`config.mk`:
```
export PLATFORM = sky130hd
export DESIGN_NAME = cosine_req_driver
export DESIGN_NICKNAME = d
export VERILOG_FILES = /design/src/rtl/cosine_req_driver_pkg.sv /design/src/rtl/cosine_req_driver_req_fifo.sv /design/src/rtl/cosine_req_driver.sv
export SDC_FILE = /design/constraint.sdc
export NUM_CORES = 1
export LEC_CHECK = 0
export ABC_AREA = 1
export CELL_PAD_IN_SITES_DETAIL_PLACEMENT = 1
export CELL_PAD_IN_SITES_GLOBAL_PLACEMENT = 2
export CORE_ASPECT_RATIO = 1.5
export CORE_MARGIN = 8
export CORE_UTILIZATION = 34
export CTS_CLUSTER_DIAMETER = 60
export CTS_CLUSTER_SIZE = 28
export DETAILED_ROUTE_END_ITERATION = 16
export GPL_ROUTABILITY_DRIVEN = 0
export PLACE_DENSITY = 0.92
export SYNTH_ARGS = -nofsm -noshare
export SYNTH_HDL_FRONTEND = slang
export SYNTH_SLANG_ARGS = --single-unit
```
`constraint.sdc`:
```
create_clock -name clk -period 2.95 [get_ports clk]
set_clock_uncertainty 0.15 [all_clocks]
set_input_delay 0.59 -clock clk [delete_from_list [all_inputs] [get_ports clk]]
set_output_delay 0.59 -clock clk [all_outputs]
set_load 0.01 [all_outputs]
```
`src/rtl/cosine_req_driver_pkg.sv`:
```
// Shared definitions for the cosine request driver.
//   - Field widths of a queued job ({x, y}) and its packed entry type.
//   - Driver FSM state encoding.
//   - Q8.8 constant for one (the cosine of angle zero).
package cosine_req_driver_pkg;

    localparam int X_W     = 16;  // angle, Q8.8 unsigned
    localparam int Y_W     = 8;   // term threshold, Q0.8
    localparam int ENTRY_W = X_W + Y_W;

    localparam logic [15:0] Q88_ONE = 16'h0100;

    typedef enum logic [1:0] {
        S_IDLE  = 2'd0,
        S_ISSUE = 2'd1,
        S_WAIT  = 2'd2,
        S_HOLD  = 2'd3
    } state_e;

    typedef struct packed {
        logic [X_W-1:0] x;
        logic [Y_W-1:0] y;
    } req_entry_t;

endpackage

```
`src/rtl/cosine_req_driver_req_fifo.sv`:
```
// Request queue for the cosine driver: DEPTH entries of {x, y}.
// Ports:
//   clk, rst        clock, asynchronous active-low reset
//   push_i, wdata_i write request and data (ignored while full)
//   pop_i           drop the head entry (ignored while empty)
//   rdata_o         current head entry (valid when not empty)
//   full_o, empty_o queue status
//   count_o         number of stored entries
// A push and a pop in the same cycle while full only pops: the full queue
// refuses the push, which matches req_ready being low in that cycle.
module cdrv_req_fifo
    import cosine_req_driver_pkg::*;
#(
    parameter int DEPTH = 4
) (
    input  logic                     clk,
    input  logic                     rst,
    input  logic                     push_i,
    input  logic                     pop_i,
    input  req_entry_t               wdata_i,
    output req_entry_t               rdata_o,
    output logic                     full_o,
    output logic                     empty_o,
    output logic [$clog2(DEPTH):0]   count_o
);

    localparam int AW = $clog2(DEPTH);
    localparam int CW = AW + 1;

    req_entry_t      mem_q [DEPTH];
    logic [AW-1:0]   wr_ptr_q;
    logic [AW-1:0]   rd_ptr_q;
    logic [CW-1:0]   count_q;
    logic            push_ok_s;
    logic            pop_ok_s;

    assign full_o    = (count_q == CW'(DEPTH));
    assign empty_o   = (count_q == {CW{1'b0}});
    assign count_o   = count_q;
    assign rdata_o   = mem_q[rd_ptr_q];
    assign push_ok_s = push_i & ~full_o;
    assign pop_ok_s  = pop_i & ~empty_o;

    // Pointer and occupancy bookkeeping; pointers wrap naturally at DEPTH.
    always_ff @(posedge clk or negedge rst) begin
        if (!rst) begin
            wr_ptr_q <= {AW{1'b0}};
            rd_ptr_q <= {AW{1'b0}};
            count_q  <= {CW{1'b0}};
        end else begin
            if (push_ok_s) begin
                wr_ptr_q <= wr_ptr_q + AW'(1'b1);
            end
            if (pop_ok_s) begin
                rd_ptr_q <= rd_ptr_q + AW'(1'b1);
            end
            case ({push_ok_s, pop_ok_s})
                2'b10:   count_q <= count_q + CW'(1'b1);
                2'b01:   count_q <= count_q - CW'(1'b1);
                default: count_q <= count_q;
            endcase
        end
    end

    // Entry storage.
    always_ff @(posedge clk or negedge rst) begin
        if (!rst) begin
            for (int i = 0; i < DEPTH; i++) begin
                mem_q[i] <= '{x: {X_W{1'b0}}, y: {Y_W{1'b0}}};
            end
        end else if (push_ok_s) begin
            mem_q[wr_ptr_q] <= wdata_i;
        end
    end

endmodule

```
`src/rtl/cosine_req_driver.sv`:
```
// Initiator for the cosine engine. Queues host (x, y) jobs, issues them one
// at a time with a single-cycle eng_start, waits for eng_ready (bounded by
// TIMEOUT_CYC cycles), and holds the Q8.8 answer on a valid/ready port.
// Ports:
//   clk, rst                      clock, asynchronous active-low reset
//   req_valid/req_ready/req_x/y   host job input
//   eng_start/eng_x/eng_y         job issue to the engine
//   eng_ans/eng_ready             engine answer
//   res_valid/res_ready           result handshake to host
//   res_data/res_err              answer (0 with res_err=1 on timeout)
//   busy                          job in flight or queued
// The IDLE->ISSUE edge loads eng_x/eng_y, pops the queue and raises
// eng_start, so the ISSUE cycle is exactly the cycle the engine sees start.
module cosine_req_driver
    import cosine_req_driver_pkg::*;
#(
    parameter int FIFO_DEPTH  = 4,
    parameter int TIMEOUT_CYC = 255
) (
    input  logic            clk,
    input  logic            rst,
    input  logic            req_valid,
    output logic            req_ready,
    input  logic [X_W-1:0]  req_x,
    input  logic [Y_W-1:0]  req_y,
    output logic            eng_start,
    output logic [X_W-1:0]  eng_x,
    output logic [Y_W-1:0]  eng_y,
    input  logic [15:0]     eng_ans,
    input  logic            eng_ready,
    output logic            res_valid,
    input  logic            res_ready,
    output logic [15:0]     res_data,
    output logic            res_err,
    output logic            busy
);

    localparam int CNT_W = $clog2(FIFO_DEPTH) + 1;
    localparam int TMR_W = $clog2(TIMEOUT_CYC + 1);
    localparam logic [TMR_W-1:0] TMR_LAST = TMR_W'(TIMEOUT_CYC - 1);
    localparam logic [TMR_W-1:0] TMR_MAX  = {TMR_W{1'b1}};

    state_e            state_q,     state_d;
    logic [TMR_W-1:0]  timer_q,     timer_d;
    logic              eng_start_q, eng_start_d;
    logic [X_W-1:0]    eng_x_q,     eng_x_d;
    logic [Y_W-1:0]    eng_y_q,     eng_y_d;
    logic              res_valid_q, res_valid_d;
    logic [15:0]       res_data_q,  res_data_d;
    logic              res_err_q,   res_err_d;

    logic              push_s;
    logic              pop_s;
    req_entry_t        head_s;
    logic              fifo_full_s;
    logic              fifo_empty_s;
    logic [CNT_W-1:0]  fifo_count_s;

    assign req_ready = ~fifo_full_s;
    assign push_s    = req_valid & ~fifo_full_s;

    cdrv_req_fifo #(
        .DEPTH (FIFO_DEPTH)
    ) u_req_fifo (
        .clk     (clk),
        .rst     (rst),
        .push_i  (push_s),
        .pop_i   (pop_s),
        .wdata_i ('{x: req_x, y: req_y}),
        .rdata_o (head_s),
        .full_o  (fifo_full_s),
        .empty_o (fifo_empty_s),
        .count_o (fifo_count_s)
    );

    // Next-state and next-output logic for the issue/wait/hold sequence.
    always_comb begin
        state_d     = state_q;
        timer_d     = timer_q;
        eng_start_d = 1'b0;
        eng_x_d     = eng_x_q;
        eng_y_d     = eng_y_q;
        res_valid_d = res_valid_q;
        res_data_d  = res_data_q;
        res_err_d   = res_err_q;
        pop_s       = 1'b0;
        case (state_q)
            S_IDLE: begin
                if (!fifo_empty_s) begin
                    state_d     = S_ISSUE;
                    eng_start_d = 1'b1;
                    eng_x_d     = head_s.x;
                    eng_y_d     = head_s.y;
                    pop_s       = 1'b1;
                end else begin
                    state_d = S_IDLE;
                end
            end
            S_ISSUE: begin
                timer_d = {TMR_W{1'b0}};
                state_d = S_WAIT;
            end
            S_WAIT: begin
                // An answer arriving on the timeout cycle is still a good result.
                if (eng_ready) begin
                    res_data_d  = eng_ans;
                    res_err_d   = 1'b0;
                    res_valid_d = 1'b1;
                    state_d     = S_HOLD;
                end else if (timer_q == TMR_LAST) begin
                    res_data_d  = 16'h0000;
                    res_err_d   = 1'b1;
                    res_valid_d = 1'b1;
                    state_d     = S_HOLD;
                end else if (timer_q != TMR_MAX) begin
                    timer_d = timer_q + TMR_W'(1'b1);
                end else begin
                    timer_d = timer_q;
                end
            end
            S_HOLD: begin
                if (res_ready) begin
                    res_valid_d = 1'b0;
                    state_d     = S_IDLE;
                end else begin
                    res_valid_d = 1'b1;
                end
            end
            default: begin
                state_d = S_IDLE;
            end
        endcase
    end

    // State and registered outputs.
    always_ff @(posedge clk or negedge rst) begin
        if (!rst) begin
            state_q     <= S_IDLE;
            timer_q     <= {TMR_W{1'b0}};
            eng_start_q <= 1'b0;
            eng_x_q     <= {X_W{1'b0}};
            eng_y_q     <= {Y_W{1'b0}};
            res_valid_q <= 1'b0;
            res_data_q  <= 16'h0000;
            res_err_q   <= 1'b0;
        end else begin
            state_q     <= state_d;
            timer_q     <= timer_d;
            eng_start_q <= eng_start_d;
            eng_x_q     <= eng_x_d;
            eng_y_q     <= eng_y_d;
            res_valid_q <= res_valid_d;
            res_data_q  <= res_data_d;
            res_err_q   <= res_err_d;
        end
    end

    assign eng_start = eng_start_q;
    assign eng_x     = eng_x_q;
    assign eng_y     = eng_y_q;
    assign res_valid = res_valid_q;
    assign res_data  = res_data_q;
    assign res_err   = res_err_q;
    assign busy      = (state_q != S_IDLE) || (fifo_count_s != {CNT_W{1'b0}});

endmodule

```
# Word-level counts from Yosys, hierarchy flattened
# Cells that the tools add are included.
[totals]
input_bits = 45
romBits = 0
latchBits = 0
n_memories = 0
word_cells = 87
reg_bits = 156
output_inout_bits = 45
ram_bits = 0
[op_classes]
addsub = 5
bitwise = 7
n_div = 0
reduce_logical = 15
muxes = 25
order_cmp = 3
shifts = 0
n_eq_ne = 13
n_mul = 0
[op_table]
columns = ["cell", "count"]
rows = [
  ["bitwise mux 96 bit", 1],
  ["2-to-1 mux 24 bit", 3],
  ["binary-select mux 24 bit (select 2 bit)", 1],
  ["demux 24 bit (select 2 bit)", 1],
  ["2-to-1 mux 16 bit", 2],
  ["2-to-1 mux 8 bit", 3],
  ["one-hot mux 8 bit (2 select lines)", 1],
  ["nonzero test 2 bit", 5],
  ["adder 8 x 1 -> 8 bit (second input constant)", 1],
  ["== test 8 bit (second input constant)", 1],
  ["!= test 2 bit (second input constant)", 4],
  ["!= test 8 bit (second input constant)", 1],
  ["one-hot mux 2 bit (4 select lines)", 1],
  ["AND reduction 2 bit", 4],
  ["2-to-1 mux 1 bit", 7],
  ["== test 2 bit (second input constant)", 3],
  ["greater-or-equal comparator 3 bit (second input constant)", 2],
  ["2-to-1 mux 2 bit", 3],
  ["NOT 2 -> 3 bit", 2],
  ["one-hot mux 3 bit (2 select lines)", 1],
  ["adder 2 x 1 -> 2 bit (second input constant)", 2],
  ["== test 2 x 1 -> 1 bit (second input constant)", 2],
  ["AND reduction 4 bit", 1],
  ["adder 3 x 1 -> 3 bit (second input constant)", 1],
  ["12 further kinds", 15],
]

# Longest topological paths before layout
[logic_depth]
word_depth = 6
depth_mapped = 11
depth_no_buf = 10

# Cells and area by module
# Synthesis repeated with hierarchy kept, for this count alone.
[hier_totals]
hier_cells = 929
hier_area_um2 = 7500.9
[modules_own_cells]
columns = ["module", "cells_per_inst", "n_inst", "seq_area_each_um2", "area_each_um2"]
rows = [
  ["cdrv_req_fifo", 645, 1, 2577.5, 5134.9],
  ["cosine_req_driver", 284, 1, 1326.3, 2366.0],
]

# Least setup slack after synthesis
# Ideal clock, no wire load.
[synth_path]
kind = "reg2reg"
from = "reg state_q[0]"
to = "reg u_req_fifo.count_q[2], in the netlist u_req_fifo.count_o[2]"
arrival_time_ps = 1889
path_slack_ps = 780
synth_period_minus_slack_ps = 2170
stages_incl_launch_ff = 11
n_path_buf = 1
t_required_ps = 2669
setup_ps = 131
cell_sequence = "dfrtp_1 inv_1 ha_1 nand2_1 inv_2 buf_2 ha_1 fa_1 a21oi_1 o21ai_0 xor2_1"
[synth_via]
elab_chain_cells = 5
elab_cells_between_ends = 7
cone_classes = "eq/ne: 2; mux: 2; bitwise: 1; reduce/logical: 2"
[synth_rtl]
columns = ["item", "line", "rtl"]
rows = [
  ["start: declaration", "cosine_req_driver.sv:43", "state_e state_q, state_d;"],
  ["start signal: assignment", "cosine_req_driver.sv:147", "state_q <= state_d;"],
  ["logical NOT 2 bit *", "--", ""],
  ["2-to-1 mux 1 bit *", "--", ""],
  ["via eng_start_d", "cosine_req_driver.sv:45", "logic eng_start_q, eng_start_d;"],
  ["AND 1 bit *", "cosine_req_driver_req_fifo.sv:42", "assign pop_ok_s = pop_i & ~empty_o;"],
  ["== test 2 x 1 -> 1 bit or == test 2 bit (tied branches)", "cosine_req_driver_req_fifo.sv:57", "case ({push_ok_s, pop_ok_s})"],
  ["one-hot mux 3 bit (2 select lines) or nonzero test 2 bit (tied branches)", "--", ""],
  ["end signal: assignment", "cosine_req_driver_req_fifo.sv:58", "2'b10: count_q <= count_q + CW'(1'b1);"],
  ["end signal: assignment", "cosine_req_driver_req_fifo.sv:59", "2'b01: count_q <= count_q - CW'(1'b1);"],
  ["end signal: assignment", "cosine_req_driver_req_fifo.sv:60", "default: count_q <= count_q;"],
  ["end: declaration", "cosine_req_driver_req_fifo.sv:33", "logic [CW-1:0] count_q;"],
]
# The timed path passes the listed nets; every way through them passes the cells marked *.
# A chain may end at the register's enable or synchronous reset.

# Worst setup path in the final report
[layout_path]
from = "reg state_q[1]"
to = "out busy"
[layout_via]
elab_chain_cells = 2
[layout_rtl]
columns = ["item", "line", "rtl"]
rows = [
  ["nonzero test 2 bit", "cosine_req_driver.sv:164", "assign busy = (state_q != S_IDLE) || (fifo_count_s != {CNT_W{1'b0}});"],
  ["logical OR 1 bit", "cosine_req_driver.sv:164", ""],
  ["end: declaration", "cosine_req_driver.sv:35", "output logic busy"],
]
# No other way between the ends.

==> results by group <==
Run status
  – Status: complete, no violations

Route
  – Antenna viol nets, final: 0
  – Total number of vias: 5452
  – Detailed-route wire length: 17.41 mm
  – Count of unresolved DRC violations after routing: 0
  – Detailed-route wire length per cell: 15.36 um
  – Length of the first detailed-routing pass in iterations: 4
  – DRC marker count from the first detailed-route iteration: 375
  – Vias per inst: 4.812

Worst hold path
  – Hold Path Class: in2async

Clocking
  – Cells resized by post-CTS repair: 0
  – Post-CTS Hold Buffers: 0
  – CTS sink cnt: 156
  – Cell at the root of the clock tree: clkbuf_16
  – Register clock-pin slew on the reported worst setup and hold paths: 60 ps
  – TritonCTS clock tree: built
  – TritonCTS Buffers: 17
  – Buffers from clock root to sink, at most: 2
  – H-tree depth: 4
  – Setup bufs post-CTS: 0
  – Clock latency of the later-clocked register in the worst-skew pair: 410 ps

Placed design
  – DP Area: 7984 sq um
  – DP HPWL: 11.15 mm
  – Port Buf Inserts: 89
  – Post-placement cell count: 1101

Power
  – Switching power: 3700 uW
  – Power share of the clock group: 23.4%
  – Power density relative to cell area: 1142 nW/um^2
  – Switching portion of total power: 37.62%
  – Leakage Power: 0.003977 uW
  – Cell internal power dissipation: 6135 uW
  – Portion of total power attributed to sequential cells: 37.4%
  – Power share of the combinational group: 39.2%
  – IR drop worst, VDD: 0.4513 mV

Floorplanning
  – Die footprint: 25440 sq um
  – Number of primary I/O pins: 90
  – Initial core utilization: 34.41%
  – Vert. Die Dim: 191.4 um
  – Placeable core region: 20260 sq um
  – Die outline width: 132.9 um
  – FP Rows: 64

Synthesis
  – Cell count after synthesis: 786
  – Cell types occupying the most area after synthesis: dfrtp_1 56%, o21ai_0 10%, nand2_1 9.5%, nor2_1 7.0%, buf_6 2.4%
  – Number of enable flip-flop cells after synthesis: 0
  – Fraction of registers with async set or reset after synthesis: 100.0%
  – Syn Std Cell Area: 6972 sq um
  – Synthesized area per cell: 8.870 sq um
  – Sequential-to-total area share from yosys stat: 55.99%
  – Synthesized netlist net count: 844
  – Portion of synthesized cell area occupied by the leading cell type: 55.99%
  – Flip-flop and latch count after synthesis: 156
  – Cell with the most instances after synthesis: nand2_1
  – Distinct cell type count after synthesis: 29
  – Commonest cells post-synth: 176 x nand2_1, 156 x dfrtp_1, 140 x o21ai_0
  – Leading area contributor after synthesis: dfrtp_1
  – Number of synthesis warnings: 0
  – Dominant register cell in the synthesized netlist: dfrtp_1

GRT
  – Via count of the first global-routing pass: 5914
  – Met2 routing resource usage after global routing: 25.82%
  – Overall Global Routing Usage: 14.37%
  – Top Usage Layer GRT: met2
  – Overflow left after global routing: 0
  – Maximum number of pins on one net before global-route repair: 75
  – Wire length of the first global-routing pass: 29.73 mm
  – Global routing met1 resource utilization: 16.37%
  – Global-route track usage on met3: 3.840%
  – Initial antenna violation count: 0

Timing
  – Max-slew violation count: 0
  – Fin Hold WS: 35.86 ps
  – Unrepaired setup endpoints after global routing: no
  – Max Clk Rate: 397.8 MHz
  – TNS Setup: 0 ps
  – Tightest slew margin relative to the limit: 49.57%
  – Post-route minimum period: 2514 ps
  – Slew at the pin closest to its max-slew limit: 756.5 ps
  – Final Cycle Share: 85.22%
  – Final Hold Vio Count: 0
  – Final number of setup-violating endpoints: 0

Final layout
  – Area growth from synthesis to layout: 23.51%
  – Non-filler cells in the finished layout: 1133
  – Final cell area excluding filler cells: 8611 sq um
  – Post-layout net count: 914
  – Layout cell share with drive strength beyond 1: 8.400%
  – N_diodes: 0

Setup path
  – Data arrival time of the critical path: 1770 ps
  – Critical path type: reg2out
  – Slowest stage cell, crit path: clkdlybuf4s50_1
  – Top delay family on crit path: buffers and inverters
  – Worst Path Max Fanout: 4
  – Critical Path, Cell by Cell: inv_1 > ha_1 > nand4_1 > clkdlybuf4s50_1
  – Largest stage delay on the critical path: 550 ps
  – Endpoint kind of the worst setup timing path: output pin
  – Number of buffers and inverters on the critical path: 2
  – Type of element launching the critical path: flip-flop
  – Critical path data required time: 2210 ps

Job
  – Maximum capacitance violations: 0
power by group through the flow:
stage               clock network (uW)  registers [uW]  logic (uW)
CTS                               2360            3680        3960
floorplan                            0            3710        2540
finish                            2310            3670        3860
global placement                     0            3670        3810
detailed placement                   0            3710        3930
global route                      2450            3800        4430
metrics by stage:
step | worst slack (ps) | power [uW] | utilization (%)
6_report | 436.0 | 9835 | 42.50
5_1_grt | 345.6 | 10690 | 42.50
4_1_cts | 383.7 | 10010 | 42.50
3_5_place_dp | 451.8 | 7644 | 39.41
3_3_place_gp | 489.2 | 7482 | 39.41
2_1_floorplan | 779.8 | 6253 | -
cell type report:
| class | count | area (sq um) |
|---|---|---|
| clock buffers | 21 | 470.5 |
| clock inverters | 11 | 156.4 |
| fillers | 2331 | 11650 |
| inverters | 45 | 176.4 |
| multi-input cells | 539 | 2570 |
| flip-flops and latches | 156 | 3905 |
| well taps | 264 | 330.3 |
| repair buffers | 97 | 1002 |
layout by cell type (no fill, tap or decap), types with 4 or more instances in the layout:
cell type / Yosys / routed
a31oi_1: 24 / 24
o21ai_1: 7 / 7
nand2_4: 6 / 6
ha_1: 12 / 12
nor2_1: 130 / 130
a21oi_1: 7 / 7
clkinv_4: 0 / 4
clkbuf_16: 0 / 17
o21ai_0: 140 / 140
buf_4: 2 / 4
nand2_1: 176 / 176
nand3_1: 8 / 8
nand2_2: 5 / 5
buf_12: 0 / 4
clkdlybuf4s50_1: 0 / 88
dfrtp_1: 156 / 155
inv_1: 41 / 41
o21ai_2: 13 / 13
sequential cells by signal, summed over array words and instances, names as in the netlist:
register	flops
eng_start	1
u_req_fifo.count_o	3
res_err	1
u_req_fifo.rd_ptr_q	2
state_q	2
res_data	16
u_req_fifo.wr_ptr_q	2
res_valid	1
eng_y	8
eng_x	16
timer_q	8
u_req_fifo.mem_q	96
kinds of logic (layout without fill, tap and decap cells):
family	count (synthesis)	after routing	synth area share [%]
adders and majority gates	13	13	2.441
AOI/OAI and AO/OA	192	192	14.95
DFF	156	156	55.99
and+or+nand+nor	330	330	18.97
buffers and inverters	91	174	7.143
xor gates and xnor gates	4	4	0.5026
worst reg2reg max path, cell delays in order (launching register included):
cell and delay, ps:
dfrtp_1 410, inv_1 100, ha_1 200, nand2_1 110
inv_2 60, ha_1 220, fa_1 380, a21oi_1 130
o21ai_0 120, xor2_1 160
per-layer routing:
metal,vias up,share of wire [%]
li1,2663,-
met1,2703,43
met2,74,52
met3,12,3.5
met4,0,1.0
met5,-,0
path summary, 6_finish.rpt:
check	slack, ps	start	cells after the start	endpoint
min reg2reg	320	res_data[8]	2	res_data[8]
max	440	state_q[1]	4	busy
max in group asynchronous	1950	rst	2	u_req_fifo.mem_q[72]
max reg2reg	780	state_q[1]	9	u_req_fifo.count_o[2]
min in group clk	320	res_data[8]	2	res_data[8]
min	40	rst	1	eng_start
(Power assumes the default switching activity.)
